## src/rtl/pwm_pkg.sv

```systemverilog
// Shared constants and helpers for the PWM voice bank.
package pwm_pkg;

   localparam int unsigned NUM_VOICES  = 8;
   localparam int unsigned CTRL_W      = 16;
   localparam int unsigned EN_BIT      = 15;
   localparam int unsigned HP_MSB      = 14;
   localparam int unsigned HP_LSB      = 0;
   localparam int unsigned HP_W        = HP_MSB - HP_LSB + 1;
   localparam int unsigned LEVEL_W     = 4;
   localparam int unsigned FRAME_SLOTS = 8;

   // A control word only produces a tone when enabled with a non-zero half-period.
   function automatic logic ctrl_active(input logic [CTRL_W-1:0] c);
      return c[EN_BIT] && (c[HP_MSB:HP_LSB] != '0);
   endfunction

   // Number of voices currently high.
   function automatic logic [LEVEL_W-1:0] count_high(input logic [NUM_VOICES-1:0] v);
      logic [LEVEL_W-1:0] n;
      n = '0;
      for (int unsigned i = 0; i < NUM_VOICES; i++) begin
         n = n + LEVEL_W'(v[i]);
      end
      return n;
   endfunction

endpackage

```

## src/rtl/pwm_voice.sv

```systemverilog
// One square-wave voice: shadowed control word, phase counter and toggle.
module pwm_voice
   import pwm_pkg::*;
(
   input  logic              clk,
   input  logic              rst,
   input  logic              tick,
   input  logic [CTRL_W-1:0] ctrl,
   output logic              wave
);

   logic [CTRL_W-1:0] shadow;
   logic [HP_W-1:0]   phase;
   logic              active;
   logic              at_end;

   assign active = ctrl_active(shadow);
   assign at_end = (phase == (shadow[HP_MSB:HP_LSB] - HP_W'(1)));

   // Advance on each tick; the shadow only reloads at a half-cycle boundary
   // or while idle, so period changes never cut a half-cycle short.
   always_ff @(posedge clk or posedge rst) begin
      if (rst) begin
         shadow <= '0;
         phase  <= '0;
         wave   <= 1'b0;
      end else if (tick) begin
         if (!active) begin
            phase  <= '0;
            wave   <= 1'b0;
            shadow <= ctrl;
         end else if (at_end) begin
            phase  <= '0;
            wave   <= ~wave;
            shadow <= ctrl;
         end else begin
            phase  <= phase + HP_W'(1);
         end
      end
   end

endmodule

```

## src/rtl/pwm_voice_bank.sv

```systemverilog
// Eight PWM-register driven tone voices mixed into one PWM audio pin.
module pwm_voice_bank
   import pwm_pkg::*;
#(
   parameter int unsigned PRESCALE = 100,
   parameter int unsigned FRAME    = FRAME_SLOTS
)(
   input  logic                  clk,
   input  logic                  rst,
   input  logic [CTRL_W-1:0]     pwm_reg0,
   input  logic [CTRL_W-1:0]     pwm_reg1,
   input  logic [CTRL_W-1:0]     pwm_reg2,
   input  logic [CTRL_W-1:0]     pwm_reg3,
   input  logic [CTRL_W-1:0]     pwm_reg4,
   input  logic [CTRL_W-1:0]     pwm_reg5,
   input  logic [CTRL_W-1:0]     pwm_reg6,
   input  logic [CTRL_W-1:0]     pwm_reg7,
   output logic [NUM_VOICES-1:0] voice_out,
   output logic [LEVEL_W-1:0]    mix_level,
   output logic                  tick,
   output logic                  audio_pwm
);

   localparam int unsigned SLOT_W   = $clog2(FRAME);
   localparam logic [15:0] PRE_LAST = 16'(PRESCALE - 1);
   localparam logic [SLOT_W-1:0] SLOT_LAST = SLOT_W'(FRAME - 1);

   logic [15:0]         pre_cnt;
   logic [15:0]         pre_next;
   logic [CTRL_W-1:0]   ctrl [NUM_VOICES];
   logic [SLOT_W-1:0]   slot;
   logic [LEVEL_W-1:0]  level_latched;

   assign ctrl[0] = pwm_reg0;
   assign ctrl[1] = pwm_reg1;
   assign ctrl[2] = pwm_reg2;
   assign ctrl[3] = pwm_reg3;
   assign ctrl[4] = pwm_reg4;
   assign ctrl[5] = pwm_reg5;
   assign ctrl[6] = pwm_reg6;
   assign ctrl[7] = pwm_reg7;

   // Next prescaler count, wrapping after PRESCALE-1.
   always_comb begin
      pre_next = (pre_cnt == PRE_LAST) ? '0 : pre_cnt + 16'd1;
   end

   // Prescaler; tick is registered so it is high exactly while the count sits at PRESCALE-1.
   always_ff @(posedge clk or posedge rst) begin
      if (rst) begin
         pre_cnt <= '0;
         tick    <= 1'b0;
      end else begin
         pre_cnt <= pre_next;
         tick    <= (pre_next == PRE_LAST);
      end
   end

   for (genvar g = 0; g < NUM_VOICES; g++) begin : g_voice
      pwm_voice u_voice (
         .clk  (clk),
         .rst  (rst),
         .tick (tick),
         .ctrl (ctrl[g]),
         .wave (voice_out[g])
      );
   end

   // Mixer: count of high voices, one clk behind voice_out.
   always_ff @(posedge clk or posedge rst) begin
      if (rst) begin
         mix_level <= '0;
      end else begin
         mix_level <= count_high(voice_out);
      end
   end

   // Output modulator: level is frozen at the last slot and used for the whole next frame.
   always_ff @(posedge clk or posedge rst) begin
      if (rst) begin
         slot          <= '0;
         level_latched <= '0;
         audio_pwm     <= 1'b0;
      end else begin
         slot      <= (slot == SLOT_LAST) ? '0 : slot + SLOT_W'(1);
         audio_pwm <= (LEVEL_W'(slot) < level_latched);
         if (slot == SLOT_LAST) begin
            level_latched <= mix_level;
         end
      end
   end

endmodule
```

## config.mk

```make
export PLATFORM = sky130hd
export DESIGN_NAME = pwm_voice_bank
export DESIGN_NICKNAME = d
export VERILOG_FILES = /design/src/rtl/pwm_pkg.sv /design/src/rtl/pwm_voice.sv /design/src/rtl/pwm_voice_bank.sv
export SDC_FILE = /design/constraint.sdc
export NUM_CORES = 1
export LEC_CHECK = 0
export ABC_AREA = 1
export CORE_ASPECT_RATIO = 1.75
export CORE_MARGIN = 2
export CORE_UTILIZATION = 50
export CTS_CLUSTER_DIAMETER = 150
export DETAILED_ROUTE_END_ITERATION = 10
export PLACE_DENSITY = 0.7
export SLEW_MARGIN = 20
export SYNTH_ARGS = -nofsm -noshare
export SYNTH_HDL_FRONTEND = slang
export SYNTH_SLANG_ARGS = --single-unit
```

## constraint.sdc

```tcl
create_clock -name clk -period 28.8 [get_ports clk]
set_clock_uncertainty 0.2 [all_clocks]
set_input_delay 4.32 -clock clk [delete_from_list [all_inputs] [get_ports clk]]
set_output_delay 4.32 -clock clk [all_outputs]
set_load 0.03 [all_outputs]
```

* Word-level counts from Yosys, hierarchy flattened *
Cells that the tools add are included.

word-level totals
  memory bits (read-only) = 0
  output and inout port bits = 14
  memories = 0
  bits in writable memories = 0
  input bits = 130
  flip-flop bits (word level) = 285
  word-level logic and storage cells = 157
  latch bits = 0

cells by class
  magnitude comparators = 1
  div/mod/pow operators = 0
  shifts and indexed selects = 0
  reductions and logical operators = 24
  bitwise logic cells = 8
  multiplexer cells = 50
  equality and inequality tests = 19
  multipliers = 0
  add/subtract/negate cells = 25

operators with widths
  operator                 count
  $mux W16                 17
  $mux W15                 16
  $add A15 B1 Y15 const B  8
  $eq A15 B15 Y1           8
  $reduce_bool A15 Y1      8
  $sub A15 B1 Y15 const B  8
  $eq A16 B7 Y1 const B    2
  $add A16 B1 Y16 const B  1
  $add A4 B1 Y4            4
  $mux W1                  16
  $ne A2 B2 Y1 const B     8
  $reduce_and A2 Y1        8
  $logic_and A1 B1 Y1      8
  $not A1 Y1               8
  $add A3 B1 Y4            1
  $lt A3 B4 Y1             1
  $add A2 B1 Y3            1
  $add A3 B1 Y3 const B    1
  $eq A3 B3 Y1 const B     1
  $mux W3                  1
  $add A1 B1 Y2            1

* Longest topological paths before layout *
Gate-level depths: netlist of the first run.

  word-level depth = 7
  gate-level depth with buffers = 17
  depth with buffers taken out = 16

* By module *
Synthesis of the first run repeated with hierarchy kept, for this count alone.

unflattened totals
  cells, all modules = 2482
  area, all modules = 18509.0 µm²

by module, submodules not included
  module          cells an instance  area an instance (µm²)  instances  sequential area each (µm²)
  pwm_voice       283                2097.0                  8          800.8
  pwm_voice_bank  218                1732.9                  1          725.7

* Worst setup path before layout of the first run *
Ideal clock, no wire load.

  path kind = reg2out
  from = register g_voice[0].u_voice.wave
  to = output port voice_out[0]
  buffers on the path = 1
  data required time = 24.280 ns
  arrival = 0.571 ns
  cell stages (with the launch flop) = 2
  setup slack = 23.709 ns
  path through = dfrtp_1 buf_4

RTL lines
  element                 RTL line              source
  from (decl)             pwm_voice.sv:9        output logic wave
  from (signal assigned)  pwm_voice.sv:34       wave <= ~wave;
  to (decl)               pwm_voice_bank.sv:18  output logic [NUM_VOICES-1:0] voice_out,

No word-level cell between the ends.

* Worst setup path in the final report of the first run *
  from = register tick
  to = output port tick

RTL lines
  element                 RTL line              source
  from (decl)             pwm_voice_bank.sv:20  output logic tick,
  from (signal assigned)  pwm_voice_bank.sv:55  tick <= (pre_next == PRE_LAST);

No word-level cell between the ends.

==> impl_metrics.tcl, run 1 <==
set metrics [dict create \
    status "completed" \
    hold_violations 0 \
    fin_util 0.583 \
    cap_violations 0 \
    start_util 0.508 \
    synth_compound_area_frac 0.0427 \
    cts-htree-levels 1 \
    holdBufCountCts 0 \
    dp_slack_ns 21.86 \
    die_area_mm2 0.0367 \
    crit_required_ns 24.28 \
    synth_common_cells "nand2_1 (673), dfrtp_1 (285), nor2_1 (260), nand3_1 (252), inv_1 (233)" \
    core_mm2 0.0346 \
    post-synth-top-area-fraction 0.406 \
    fin_area_mm2 0.0201 \
    syn_nets 2502 \
    timing.final.crit_share 0.232 \
    worst-path-max-fanout 46 \
    crit_type "reg -> out" \
    routedWlPerCell_um 13.5 \
    grt_max_degree 159 \
    nets 2611 \
    wl_met2_um 21700 \
    antenna_found_initial 0 \
    ys_seq_elements 285 \
    ys_warn_count 0 \
    cts_tree "done" \
    endpoint "tick" \
    drc 0 \
    globalplace.congestion 0.883 \
    synth.cell_area_mm2 0.0175 \
    synth_xor_xnor_area_share 0.118 \
    ant_nets 0 \
    io_buffers 143 \
    clock_tree.root_cell "clkbuf_16" \
    grt_pass1_wl_um 68100 \
    p_per_area_mw_per_mm2 39.3 \
    max_slew_margin 0.399 \
    peakVddDrop_mv 0.0414 \
    rrSetupSlack_ns 25.33 \
    yosysSeqAreaShare 0.406 \
    die-height_um 252 \
    grt_usage 0.219 \
    drv_slew 0 \
    cp.depth 1 \
    worstPathCellList "clkdlybuf4s50_1" \
    cpPeakStageDelay_ns 0.80 \
    placementRows 90 \
    setup_violations 0 \
    cts_sinks 285 \
    routed_via_density 5.12 \
    worstPathArrival_ns 2.15 \
    synthAdderAreaFrac 0.0217 \
    yosysTopAreaCell "dfrtp_1" \
    dp_hpwl_um 29000 \
    r2r_cells 13 \
    ctsResizeCount 0 \
    muxShareOfSynthArea 0 \
    met3_length_um 1150 \
    synthFlopType "dfrtp_1" \
    finalWorstSetupSlack_ns 22.13 \
    grt_pass1_vias 14986 \
    top_layer_used "met4" \
    ys_types 43 \
    syn2layout_area_growth_pct 14.8 \
    drt-met1-wl_um 15300 \
    diodes 0 \
    final.min_clock_period_ns 6.67 \
    first_pass_iters 6 \
    place_area_mm2 0.0192 \
    r2r_end "g_voice[5].u_voice.phase[13]$_DFFE_PP0P_" \
    yosysMostFrequentCell "nand2_1" \
    p_leak_nw 9.08 \
    synth_top_family_by_area "simple AND/OR/NAND/NOR gates" \
    cts_setup_buffers 0 \
    fin_hold_ws_ns 0.251 \
    synthSimpleGateAreaFrac 0.338 \
    path_clk_slew_ns 0.06 \
    startpoint "tick$_DFF_PP0_" \
    synth_edf_count 0 \
    worst_pin_slew_ns 0.902 \
    overflow 0 \
    cp_top_family "flip-flops" \
    rsz0062_at_grt "false" \
    end_kind "output pin" \
    cts_buffer_depth 3 \
    synthArstFlopShare 1.00 \
    drive_gt1_frac 0.0510 \
    final.setup.tns_ns 0 \
    numCtsBuffers 29 \
    path_buf_inv 1 \
    num_vias 15000 \
    drt_iter0_markers 535 \
    clock_latency_ns 0.56 \
    timing.fmax_mhz 150 \
    synthTopCellsByArea "dfrtp_1 (41%), nand2_1 (14%), xor2_1 (7.3%)" \
    routed_wirelength_um 39700 \
    cp_slowest_cell "dfrtp_4" \
    avgSynthCellArea_um2 7.49 \
    hold_class "reg -> reg" \
    io_pins 144 \
    syn_inst 2344 \
    r2r-start "tick$_DFF_PP0_" \
    startpoint_type "flip-flop" \
    die_w_um 146 \
]
## stage by stage
| stage | power [mW] | std cells |
|---|---|---|
| after floorplan | 0.414 | 2344 |
| after global placement | 0.434 | 2882 |
| after detailed placement | 0.434 | 2882 |
| after CTS | 0.803 | 2932 |
| after global routing | 0.819 | 2932 |
| final | 0.792 | 2932 |
## registers in the layout, summed over array words and instances, names as in the netlist
register / cells
g_voice.u_voice.shadow: 128
g_voice.u_voice.wave: 8
slot: 3
tick: 1
pre_cnt: 16
level_latched: 4
audio_pwm: 1
mix_level: 4
g_voice.u_voice.phase: 120
## where the power goes
| group | switching (mW) | internal (mW) | total [mW] |
|---|---|---|---|
| logic | 0.0103 | 0.0154 | 0.0257 |
| clock network | 0.161 | 0.205 | 0.366 |
| registers | 0 | 0.400 | 0.400 |
## how the worst min path moves through the flow
| stage | startpoint | to | slack (ns) | cells past startpoint |
|---|---|---|---|---|
| after global routing | level_latched[3]$_DFFE_PP0P_ | audio_pwm$_DFF_PP0_ | 0.28 | 2 |
| after floorplan | level_latched[3]$_DFFE_PP0P_ | audio_pwm$_DFF_PP0_ | 0.22 | 2 |
| after global placement | level_latched[3]$_DFFE_PP0P_ | audio_pwm$_DFF_PP0_ | 0.24 | 2 |
| after CTS | level_latched[3]$_DFFE_PP0P_ | audio_pwm$_DFF_PP0_ | 0.26 | 2 |
| after detailed placement | level_latched[3]$_DFFE_PP0P_ | audio_pwm$_DFF_PP0_ | 0.24 | 2 |
| final | level_latched[3]$_DFFE_PP0P_ | audio_pwm$_DFF_PP0_ | 0.25 | 2 |
## kinds of logic (layout without fill, tap and decap cells)
group / Yosys count / count (layout)
XOR/XNOR: 236 / 236
flip-flops: 285 / 285
AO/OA/AOI/OAI: 139 / 139
AND/OR/NAND/NOR: 1350 / 1350
buffers and inverters: 306 / 434
adder cells (fa/ha/maj): 28 / 28
## final cells by class
class / instances / area [um^2]
inverter: 236 / 895
clock inverter: 13 / 91.3
tap: 460 / 576
timing repair buffer: 148 / 1490
multi-input combinational: 1753 / 9120
fill: 3197 / 14400
clock buffer: 37 / 836
sequential: 285 / 7140
## layout by cell type (no fill, tap or decap), types with 8 or more instances in the layout
| cell | n |
|---|---|
| nand4_1 | 48 |
| clkbuf_8 | 8 |
| nand2_2 | 8 |
| dfrtp_1 | 284 |
| inv_1 | 232 |
| ha_1 | 24 |
| xor2_1 | 146 |
| clkbuf_16 | 29 |
| o21ai_0 | 47 |
| nor2_4 | 9 |
| nand2_1 | 673 |
| nor2_2 | 17 |
| nand3b_1 | 22 |
| nand3_1 | 252 |
| nor3_1 | 20 |
| xnor2_1 | 90 |
| a21oi_1 | 71 |
| or2_2 | 11 |
| nor2_1 | 260 |
| nand2_4 | 9 |
| clkdlybuf4s50_1 | 143 |
## layer usage
layer | track usage | vias up
met3 | 0.0206 | 89
met4 | 0.0885 | 0
met1 | 0.236 | 7054
li1 | - | 7601
met5 | 0 | -
met2 | 0.433 | 256
(Power assumes the default switching activity.)
==> run 2, diff against run 1 <==
--- a/config.mk
+++ b/config.mk
@@ -11,7 +11,7 @@
 export CORE_UTILIZATION = 50
 export CTS_CLUSTER_DIAMETER = 150
 export DETAILED_ROUTE_END_ITERATION = 10
-export PLACE_DENSITY = 0.7
+export PLACE_DENSITY = 0.73
 export SLEW_MARGIN = 20
 export SYNTH_ARGS = -nofsm -noshare
 export SYNTH_HDL_FRONTEND = slang
==> constraint.sdc (replaced) <==
create_clock -name clk -period 5.7 [get_ports clk]
set_clock_uncertainty 0.2 [all_clocks]
set_input_delay 0.855 -clock clk [delete_from_list [all_inputs] [get_ports clk]]
set_output_delay 0.855 -clock clk [all_outputs]
set_load 0.03 [all_outputs]
==> run 2 against run 1 <==
- clock-buffer cell count is 6 higher
- critical path type is now reg -> reg
- sequential power grew to 5.1 times the previous value
- clock power grew to 5.9 times the previous value
- routed wire length is 3.0% higher
- core utilization is 0.52 points higher
- register-to-register slack worse by 23 ns
- first-iteration DRC count is 15% higher
- global-route usage is 0.56 points higher
- critical endpoint is now mix_level[2]$_DFF_PP0_
==> impl_metrics.tcl, run 2 (synthesis results as in run 1) <==
set metrics [dict create \
    cts_tree "done" \
    largest_reg_flops 128 \
    worstPathCellList "fa_1 > inv_1 > fa_1 > fa_1 > inv_1 > ha_1 > inv_1 > fa_1 > xnor2_1" \
    globalplace.congestion 0.899 \
    ctsResizeCount 0 \
    cpPeakStageDelay_ns 0.59 \
    final.setup.tns_ns 0 \
    area.sequential_mm2 0.00714 \
    routedWlPerCell_um 13.9 \
    cp_slowest_cell "fa_1" \
    start_util 0.508 \
    layout_common_cells "nand2_1 (673), dfrtp_1 (284), nor2_1 (260)" \
    worstHoldStart "slot[0]$_DFF_PP0_" \
    r2r_cells 9 \
    status "completed" \
    fin_area_mm2 0.0203 \
    timing.fmax_mhz 310 \
    clock_latency_ns 0.57 \
    worst_pin_slew_ns 0.900 \
    routed_via_density 5.15 \
    antenna_found_initial 0 \
    peakVddDrop_mv 0.341 \
    drt_iter0_markers 615 \
    end_kind "flip-flop" \
    finalWorstSetupSlack_ns 2.47 \
    diodes 0 \
    fin_util 0.588 \
    dp_hpwl_um 29600 \
    placementRows 90 \
    die_area_mm2 0.0367 \
    final.min_clock_period_ns 3.23 \
    rrSetupSlack_ns 2.47 \
    regMostFlops "g_voice.u_voice.shadow" \
    clock_tree.root_cell "clkbuf_16" \
    crit_type "reg -> reg" \
    syn2layout_area_growth_pct 15.8 \
    cts_setup_buffers 0 \
    overflow 0 \
    grt_max_degree 141 \
    place_area_mm2 0.0192 \
    routed_wirelength_um 40900 \
    cap_violations 0 \
    grt_pass1_wl_um 69900 \
    io_pins 144 \
    timing.final.crit_share 0.566 \
    grt_usage 0.225 \
    holdPathStages 1 \
    dp_slack_ns 2.46 \
    total_power_mw 4.31 \
    worstPathArrival_ns 3.52 \
    startpoint_type "flip-flop" \
    p_leak_nw 9.17 \
    cts_buffer_depth 3 \
    holdBufCountCts 0 \
    r2r-start "g_voice[0].u_voice.wave$_DFFE_PP0P_" \
    ant_nets 0 \
    drc 0 \
    drive_gt1_frac 0.0512 \
    core_mm2 0.0346 \
    numCtsBuffers 30 \
    multiInputGateArea_mm2 0.00912 \
    nets 2614 \
    cts_sinks 285 \
    startpoint "g_voice[0].u_voice.wave$_DFFE_PP0P_" \
    p_per_area_mw_per_mm2 212 \
    final_common_cell "nand2_1" \
    worst-path-max-fanout 4 \
    fillCellCount 3199 \
    first_pass_iters 5 \
    num_vias 15147 \
    path_clk_slew_ns 0.06 \
    drv_slew 0 \
    hold_violations 0 \
    reg.largest.list "g_voice.u_voice.shadow (128), g_voice.u_voice.phase (120), pre_cnt (16)" \
    die-height_um 252 \
    hold_class "reg -> reg" \
    cts-htree-levels 1 \
    r2r_end "mix_level[2]$_DFF_PP0_" \
    crit_required_ns 5.99 \
    max_slew_margin 0.399 \
    io_buffers 143 \
    hold_path_end "slot[0]$_DFF_PP0_" \
    rsz0062_at_grt "false" \
    die_w_um 146 \
    crit_top_cell "fa_1" \
    grt_pass1_vias 15353 \
    setup_violations 0 \
]
[run 2: changes by cell type in the layout (fill, tap and decap cells not counted), moves of 2 or more]
cell,before,now
buf_4,2,5
buf_6,2,0
bufinv_16,0,6
clkbuf_1,0,7
clkbuf_8,8,6
clkinvlp_4,5,2
inv_8,2,0
[run 2: power by group]
group          internal (mW)  switching [mW]  total [mW]
logic                 0.0794          0.0533       0.133
clock network           1.32           0.832        2.15
registers               2.02               0        2.02
total                   3.42           0.885        4.31
[run 2: per-layer routing]
layer,track usage,share of wire,vias to the layer above
li1,-,-,7599
met1,0.242,0.39,7189
met2,0.444,0.55,268
met3,0.0242,0.029,91
met4,0.0866,0.036,0
met5,0,0,-
[run 2: final cells by class]
class                           instances  share of cell area
Multi-Input combinational cell       1753               0.449
Sequential cell                       285               0.351
Timing Repair Buffer                  150              0.0742
Inverter                              236              0.0438
Clock buffer                           43              0.0423
Tap cell                              460              0.0283
Clock inverter                         13              0.0115
[run 2: worst max-delay path: cells and delay by family (launching register included)]
family,cells,cell delay (ns)
buffers and inverters,3,0.18
DFF,1,0.53
xor gates and xnor gates,1,0.18
adders and majority gates,5,2.07
[run 2: how the worst max path moves through the flow]
stage | endpoint | slack [ns] | cells after the start
floorplan | audio_pwm$_DFF_PP0_ | 0.87 | 1
global placement | mix_level[2]$_DFF_PP0_ | 2.60 | 9
detailed placement | mix_level[2]$_DFF_PP0_ | 2.46 | 9
CTS | mix_level[2]$_DFF_PP0_ | 2.45 | 9
global route | g_voice[5].u_voice.phase[13]$_DFFE_PP0P_ | 2.27 | 12
finish | mix_level[2]$_DFF_PP0_ | 2.47 | 9
[run 2: per-stage QoR]
| stage | hold slack [ns] | instances |
|---|---|---|
| global placement | 0.245 | 2884 |
| finish | 0.269 | 2940 |
| global route | 0.294 | 2940 |
| floorplan | 0.224 | 2344 |
| detailed placement | 0.254 | 2884 |
| CTS | 0.274 | 2940 |
